## src/rtl/apb_slave_regbank_if.sv

```systemverilog
// APB bus bundle between the team's APB master and the register-bank slave.
// The master drives select/strobe/address/data; the slave returns the handshake and read data.
interface apb_slave_regbank_if #(
    parameter int ADDR_W = 4,
    parameter int DATA_W = 16
);
    logic              pselx;
    logic              penable;
    logic [ADDR_W-1:0] paddr;
    logic              pwrite;
    logic [DATA_W-1:0] pwdata;
    logic              pready;
    logic [DATA_W-1:0] prdata;
    logic              pslverr;

    modport master (
        output pselx, penable, paddr, pwrite, pwdata,
        input  pready, prdata, pslverr
    );

    modport slave (
        input  pselx, penable, paddr, pwrite, pwdata,
        output pready, prdata, pslverr
    );
endinterface

```

## src/rtl/apb_slave_regbank.sv

```systemverilog
// APB slave holding a DEPTH x DATA_W register bank with a fixed number of wait states per transfer.
// Out-of-range addresses complete with pslverr; the bank is also exported flat on reg_q.
module apb_slave_regbank #(
    parameter int ADDR_W      = 4,
    parameter int DATA_W      = 16,
    parameter int DEPTH       = 12,
    parameter int WAIT_STATES = 2
) (
    input  logic                    pclk,
    input  logic                    preset,
    apb_slave_regbank_if.slave      bus,
    output logic [DEPTH*DATA_W-1:0] reg_q
);

    localparam int CNT_W = (WAIT_STATES > 0) ? $clog2(WAIT_STATES + 1) : 1;
    localparam logic [CNT_W-1:0] CNT_INIT = (WAIT_STATES > 0) ? CNT_W'(WAIT_STATES - 1) : '0;
    localparam logic [ADDR_W:0] DEPTH_LIM = (ADDR_W + 1)'(DEPTH);

    typedef enum logic [1:0] {
        S_IDLE,
        S_WAIT,
        S_READY
    } state_t;

    state_t            state;
    logic [CNT_W-1:0]  cnt;
    logic [DATA_W-1:0] regs [DEPTH];
    logic              addr_valid;
    logic [DATA_W-1:0] rd_sel;

    assign addr_valid = ({1'b0, bus.paddr} < DEPTH_LIM);

    // The counter is reloaded on every SETUP, so it never needs to wrap.
    always_ff @(posedge pclk or posedge preset) begin
        if (preset) begin
            state <= S_IDLE;
            cnt   <= '0;
            for (int i = 0; i < DEPTH; i++) begin
                regs[i] <= '0;
            end
        end else begin
            case (state)
                S_IDLE: begin
                    if (bus.pselx && !bus.penable) begin
                        cnt   <= CNT_INIT;
                        state <= (WAIT_STATES == 0) ? S_READY : S_WAIT;
                    end
                end
                S_WAIT: begin
                    if (!bus.pselx) begin
                        state <= S_IDLE;
                    end else if (bus.penable) begin
                        if (cnt == '0) begin
                            state <= S_READY;
                        end else begin
                            cnt <= cnt - 1'b1;
                        end
                    end
                end
                S_READY: begin
                    if (bus.pselx && bus.penable && bus.pwrite && addr_valid) begin
                        for (int i = 0; i < DEPTH; i++) begin
                            if (bus.paddr == ADDR_W'(i)) begin
                                regs[i] <= bus.pwdata;
                            end
                        end
                    end
                    state <= S_IDLE;
                end
                default: state <= S_IDLE;
            endcase
        end
    end

    // Compare-based select keeps out-of-range addresses from indexing past the bank.
    always_comb begin
        rd_sel = '0;
        for (int i = 0; i < DEPTH; i++) begin
            if (bus.paddr == ADDR_W'(i)) begin
                rd_sel = regs[i];
            end
        end
    end

    assign bus.pready  = (state == S_READY);
    assign bus.prdata  = ((state == S_READY) && !bus.pwrite && addr_valid) ? rd_sel : '0;
    assign bus.pslverr = (state == S_READY) && !addr_valid;

    for (genvar g = 0; g < DEPTH; g++) begin : g_flat
        assign reg_q[g*DATA_W +: DATA_W] = regs[g];
    end

endmodule

```

## src/flat_wrapper.sv

```systemverilog
// flat-port wrapper written by rule: the top's interface ports become plain ports
module apb_slave_regbank_flat 
#(
    parameter int ADDR_W      = 4,
    parameter int DATA_W      = 16,
    parameter int DEPTH       = 12,
    parameter int WAIT_STATES = 2
)
  (pclk, preset, reg_q, bus_pselx, bus_penable, bus_paddr, bus_pwrite, bus_pwdata, bus_pready, bus_prdata, bus_pslverr);
  apb_slave_regbank_if #(.ADDR_W(ADDR_W), .DATA_W(DATA_W)) bus_i ();
  input  logic pclk;
  input  logic preset;
  output logic [DEPTH*DATA_W-1:0] reg_q;
  input wire logic [$bits(bus_i.pselx)-1:0] bus_pselx;
  input wire logic [$bits(bus_i.penable)-1:0] bus_penable;
  input wire logic [$bits(bus_i.paddr)-1:0] bus_paddr;
  input wire logic [$bits(bus_i.pwrite)-1:0] bus_pwrite;
  input wire logic [$bits(bus_i.pwdata)-1:0] bus_pwdata;
  output wire logic [$bits(bus_i.pready)-1:0] bus_pready;
  output wire logic [$bits(bus_i.prdata)-1:0] bus_prdata;
  output wire logic [$bits(bus_i.pslverr)-1:0] bus_pslverr;
  assign bus_i.pselx = bus_pselx;
  assign bus_i.penable = bus_penable;
  assign bus_i.paddr = bus_paddr;
  assign bus_i.pwrite = bus_pwrite;
  assign bus_i.pwdata = bus_pwdata;
  assign bus_pready = bus_i.pready;
  assign bus_prdata = bus_i.prdata;
  assign bus_pslverr = bus_i.pslverr;
  apb_slave_regbank #(.ADDR_W(ADDR_W), .DATA_W(DATA_W), .DEPTH(DEPTH), .WAIT_STATES(WAIT_STATES)) u_core (.pclk(pclk), .preset(preset), .bus(bus_i), .reg_q(reg_q));
endmodule
```

## config.mk

```make
export PLATFORM = sky130hd
export DESIGN_NAME = apb_slave_regbank_flat
export DESIGN_NICKNAME = d
export VERILOG_FILES = /design/src/rtl/apb_slave_regbank_if.sv /design/src/rtl/apb_slave_regbank.sv /design/src/flat_wrapper.sv
export SDC_FILE = /design/constraint.sdc
export NUM_CORES = 1
export LEC_CHECK = 0
export CAP_MARGIN = 20
export CORE_MARGIN = 8
export CORE_UTILIZATION = 31
export DETAILED_ROUTE_END_ITERATION = 8
export PLACE_DENSITY = 0.55
export SLEW_MARGIN = 20
export SYNTH_ARGS = -nofsm -noshare
export SYNTH_HDL_FRONTEND = slang
export SYNTH_SLANG_ARGS = --single-unit
```

## constraint.sdc

```tcl
create_clock -name pclk -period 7.48 [get_ports pclk]
set_input_delay 1.496 -clock pclk [delete_from_list [all_inputs] [get_ports pclk]]
set_output_delay 1.496 -clock pclk [all_outputs]
set_load 0.05 [all_outputs]
```

==> results of run 1 <==
kinds of logic (layout without fill, tap and decap cells):
kind of cell / count (synthesis) / in the layout / share of synthesized area
mux: 266 / 266 / 0.3096
flops: 196 / 196 / 0.5200
compound gates: 142 / 142 / 0.09564
buf+inv: 70 / 283 / 0.03236
simple gates: 69 / 69 / 0.04112
fa+ha+maj: 1 / 1 / 0.001326
layout make-up:
| cell class | count | share of cell area |
|---|---|---|
| multi-input combinational | 478 | 0.3337 |
| inverter | 7 | 0.002670 |
| tap | 396 | 0.03916 |
| sequential | 196 | 0.3876 |
| clock buffer | 21 | 0.03797 |
| clock inverter | 11 | 0.008405 |
| timing repair buffer | 244 | 0.1904 |
power groups by stage:
| stage | registers (uW) | clock network (uW) | logic, uW |
|---|---|---|---|
| finish | 1080 | 930 | 215 |
| floorplan | 1130 | 0 | 110 |
| global route | 1090 | 990 | 235 |
| detailed placement | 1110 | 0 | 218 |
| global placement | 1110 | 0 | 215 |
| CTS | 1080 | 951 | 218 |
state kept, by name, indices dropped and copies added, names as in the netlist:
| register | cells |
|---|---|
| u_core.cnt | 2 |
| u_core.reg_q | 192 |
| u_core.state | 2 |
placed cells by master (no fill, tap or decap), drive strengths merged, types with 2 or more instances in the layout:
| cell type | netlist | routed |
|---|---|---|
| and3 | 2 | 2 |
| clkbuf | 31 | 21 |
| mux2 | 206 | 206 |
| a21oi | 25 | 25 |
| o21ai | 34 | 34 |
| nor2 | 20 | 20 |
| mux2i | 60 | 60 |
| a221oi | 16 | 16 |
| nand2b | 10 | 10 |
| clkdlybuf4s50 | 0 | 232 |
| dfrtp | 196 | 196 |
| o22a | 10 | 10 |
| clkinv | 0 | 4 |
| o22ai | 44 | 44 |
| nand2 | 19 | 19 |
| o21a | 5 | 5 |
| nor2b | 6 | 6 |
| nor3 | 2 | 2 |
| buf | 32 | 12 |
| inv | 7 | 14 |
| nand3 | 6 | 6 |
per-layer routing:
| metal | routed length [um] | track usage | share of wire | up-vias |
|---|---|---|---|---|
| li1 | - | - | - | 3166 |
| met1 | 15710 | 0.2542 | 0.47 | 3590 |
| met2 | 15140 | 0.2755 | 0.45 | 178 |
| met3 | 2118 | 0.04590 | 0.063 | 31 |
| met4 | 670 | 0.05101 | 0.020 | 0 |
| met5 | 0 | 0 | 0 | - |
path summary, 6_finish.rpt:
path | startpoint | endpoint | slack, ps | cells past startpoint
setup / recovery | bus_paddr[2] | bus_prdata[2] | 940 | 7
hold / removal | u_core.state[1] | u_core.state[1] | 460 | 1
setup reg to reg | u_core.state[0] | u_core.reg_q[100] | 5190 | 5
hold reg to reg | u_core.state[1] | u_core.state[1] | 460 | 1
max in group asynchronous | preset | u_core.reg_q[79] | 4700 | 3
min in group asynchronous | preset | u_core.reg_q[44] | 1530 | 2
through the flow:
stage	hold slack [ps]	worst slack [ps]	area [um^2]	instances
CTS	460.6	914.5	12650	1353
global placement	432.5	1084	12070	1321
finish	462.6	943.1	12650	1353
detailed placement	445.7	913.7	12070	1321
floorplan	422.4	643.4	9433	744
global route	484.6	783.8	12650	1353
==> impl_metrics.toml, run 1 <==
[status]
status = "finished, final reports clean"

[power]
combinationalPowerShare = 0.096
power_frac_clock = 0.417
vdd_ir_drop_max_uv = 124.6
power_uw = 2230
sw_frac_of_total = 0.2740
power.internal_uw = 1619
power_frac_seq = 0.486
p_leak_uw = 0.005759
p_switching_uw = 611.0
powerDensity_nw_per_um2 = 176.2

[drt]
drt_pass1_iterations = 5
drc_errors = 0
vias = 6965
wl_per_cell_um = 24.86
ant_nets = 0
drt-initial-drc-count = 385
wl_um = 33640
vias_per_cell = 5.148

[logic_synthesis]
avgSynthCellArea_um2 = 12.68
syn-cell-area_um2 = 9433
synth_top_area_share = 0.5200
synth_ff_type = "dfrtp_1"
netlist_top_cells_count = "206 x mux2_2, 196 x dfrtp_1, 60 x mux2i_1"
post-synth-top-count-cell = "mux2_2"
synth_seq_cells = 196
ys_async_sr_fraction = 1.000
synth_seq_area_share = 0.5200
ys.warnings.count = 0
synth_cell_type_count = 39
yosys-top-cells-area = "dfrtp_1 52%, mux2_2 25%, mux2i_1 6.4%"
syn-num-nets = 770
synthCells = 744
synth-edff-count = 0
synth_top_area_cell = "dfrtp_1"

[sta]
finalSetupViolCount = 0
slew_headroom = 0.3708
fmax_ghz = 0.1530
slew_violations = 0
fin_crit_sh = 0.8739
rsz0062_at_grt = "false"
fin_crit_ps = 6537
tightest_slew_ps = 941.5
final_hold_viol_count = 0
skew_ps = 13.56
finalSetupTns_ps = 0

[die]
core_um2 = 30270
start_util = 0.3116
die_w_um = 190.4
rows = 64
dieArea_um2 = 36270
die_y_um = 190.4
ios = 235

[worst_setup_path]
cp_max_fo = 14
worst-path-buf-inv = 3
path_delay_family = "buffers and inverters"
crit_required_ps = 5980
worstSetupPathType = "in -> out"
critPathCaptureType = "primary output"
critical_path.max_stage_delay_ps = 910
worstPathArrival_ps = 5040
start_kind = "input port"
path_cells = "clkdlybuf4s50_1 -> inv_1 -> nand3_1 -> o22ai_1 -> o21ai_0 -> a221oi_1 -> clkdlybuf4s50_1"
cpMaxStageDelayCell = "clkdlybuf4s50_1"
crit_top_cell = "clkdlybuf4s50_1"

[grt]
grt_start_max_net_pins = 84
antenna_found_initial = 0
gr-usage-all-layers = 0.1820
grt_overflow = 0
grt_pass1_vias = 7150
grt_pass1_wl_um = 49800

[layout]
multi_input_area_um2 = 4223
seqCellArea_um2 = 4905
n_fill_cell = 2940
n_antenna_cell = 0
layout-drive-gt1-share = 0.2738
syn2layout_area_growth_pct = 34.14
finalNetCount = 970
final_util = 0.4180

[clock_network]
clock-sinks = 196
cts.path.max_buffers = 2
cts_resized = 0
cts-buffers-inserted = 17
cts_root_buffer = "clkbuf_16"
clock_latency_ps = 440
post_cts_buffers = 0
path_clk_slew_ps = 80
cts_tree = "done"
cts_hold_buf = 0
ctsHtreeMaxLevel = 4

[placement]
port_buffers = 234
hpwlAfterDp_um = 24840
routabilityCongestion = 0.8288

[min_path]
hp-class = "reg -> reg"

[job]
cap_violations = 0
No activity file was read; power rests on OpenSTA's default activity.
==> run 2: changes to the inputs <==
--- a/config.mk
+++ b/config.mk
@@ -5,6 +5,7 @@
 export SDC_FILE = /design/constraint.sdc
 export NUM_CORES = 1
 export LEC_CHECK = 0
+export ABC_CLOCK_PERIOD_IN_PS = 7480
 export CAP_MARGIN = 20
 export CORE_MARGIN = 8
 export CORE_UTILIZATION = 31
==> results of run 2 <==
The final DEF is identical to that of run 1; final timing and power are the same.
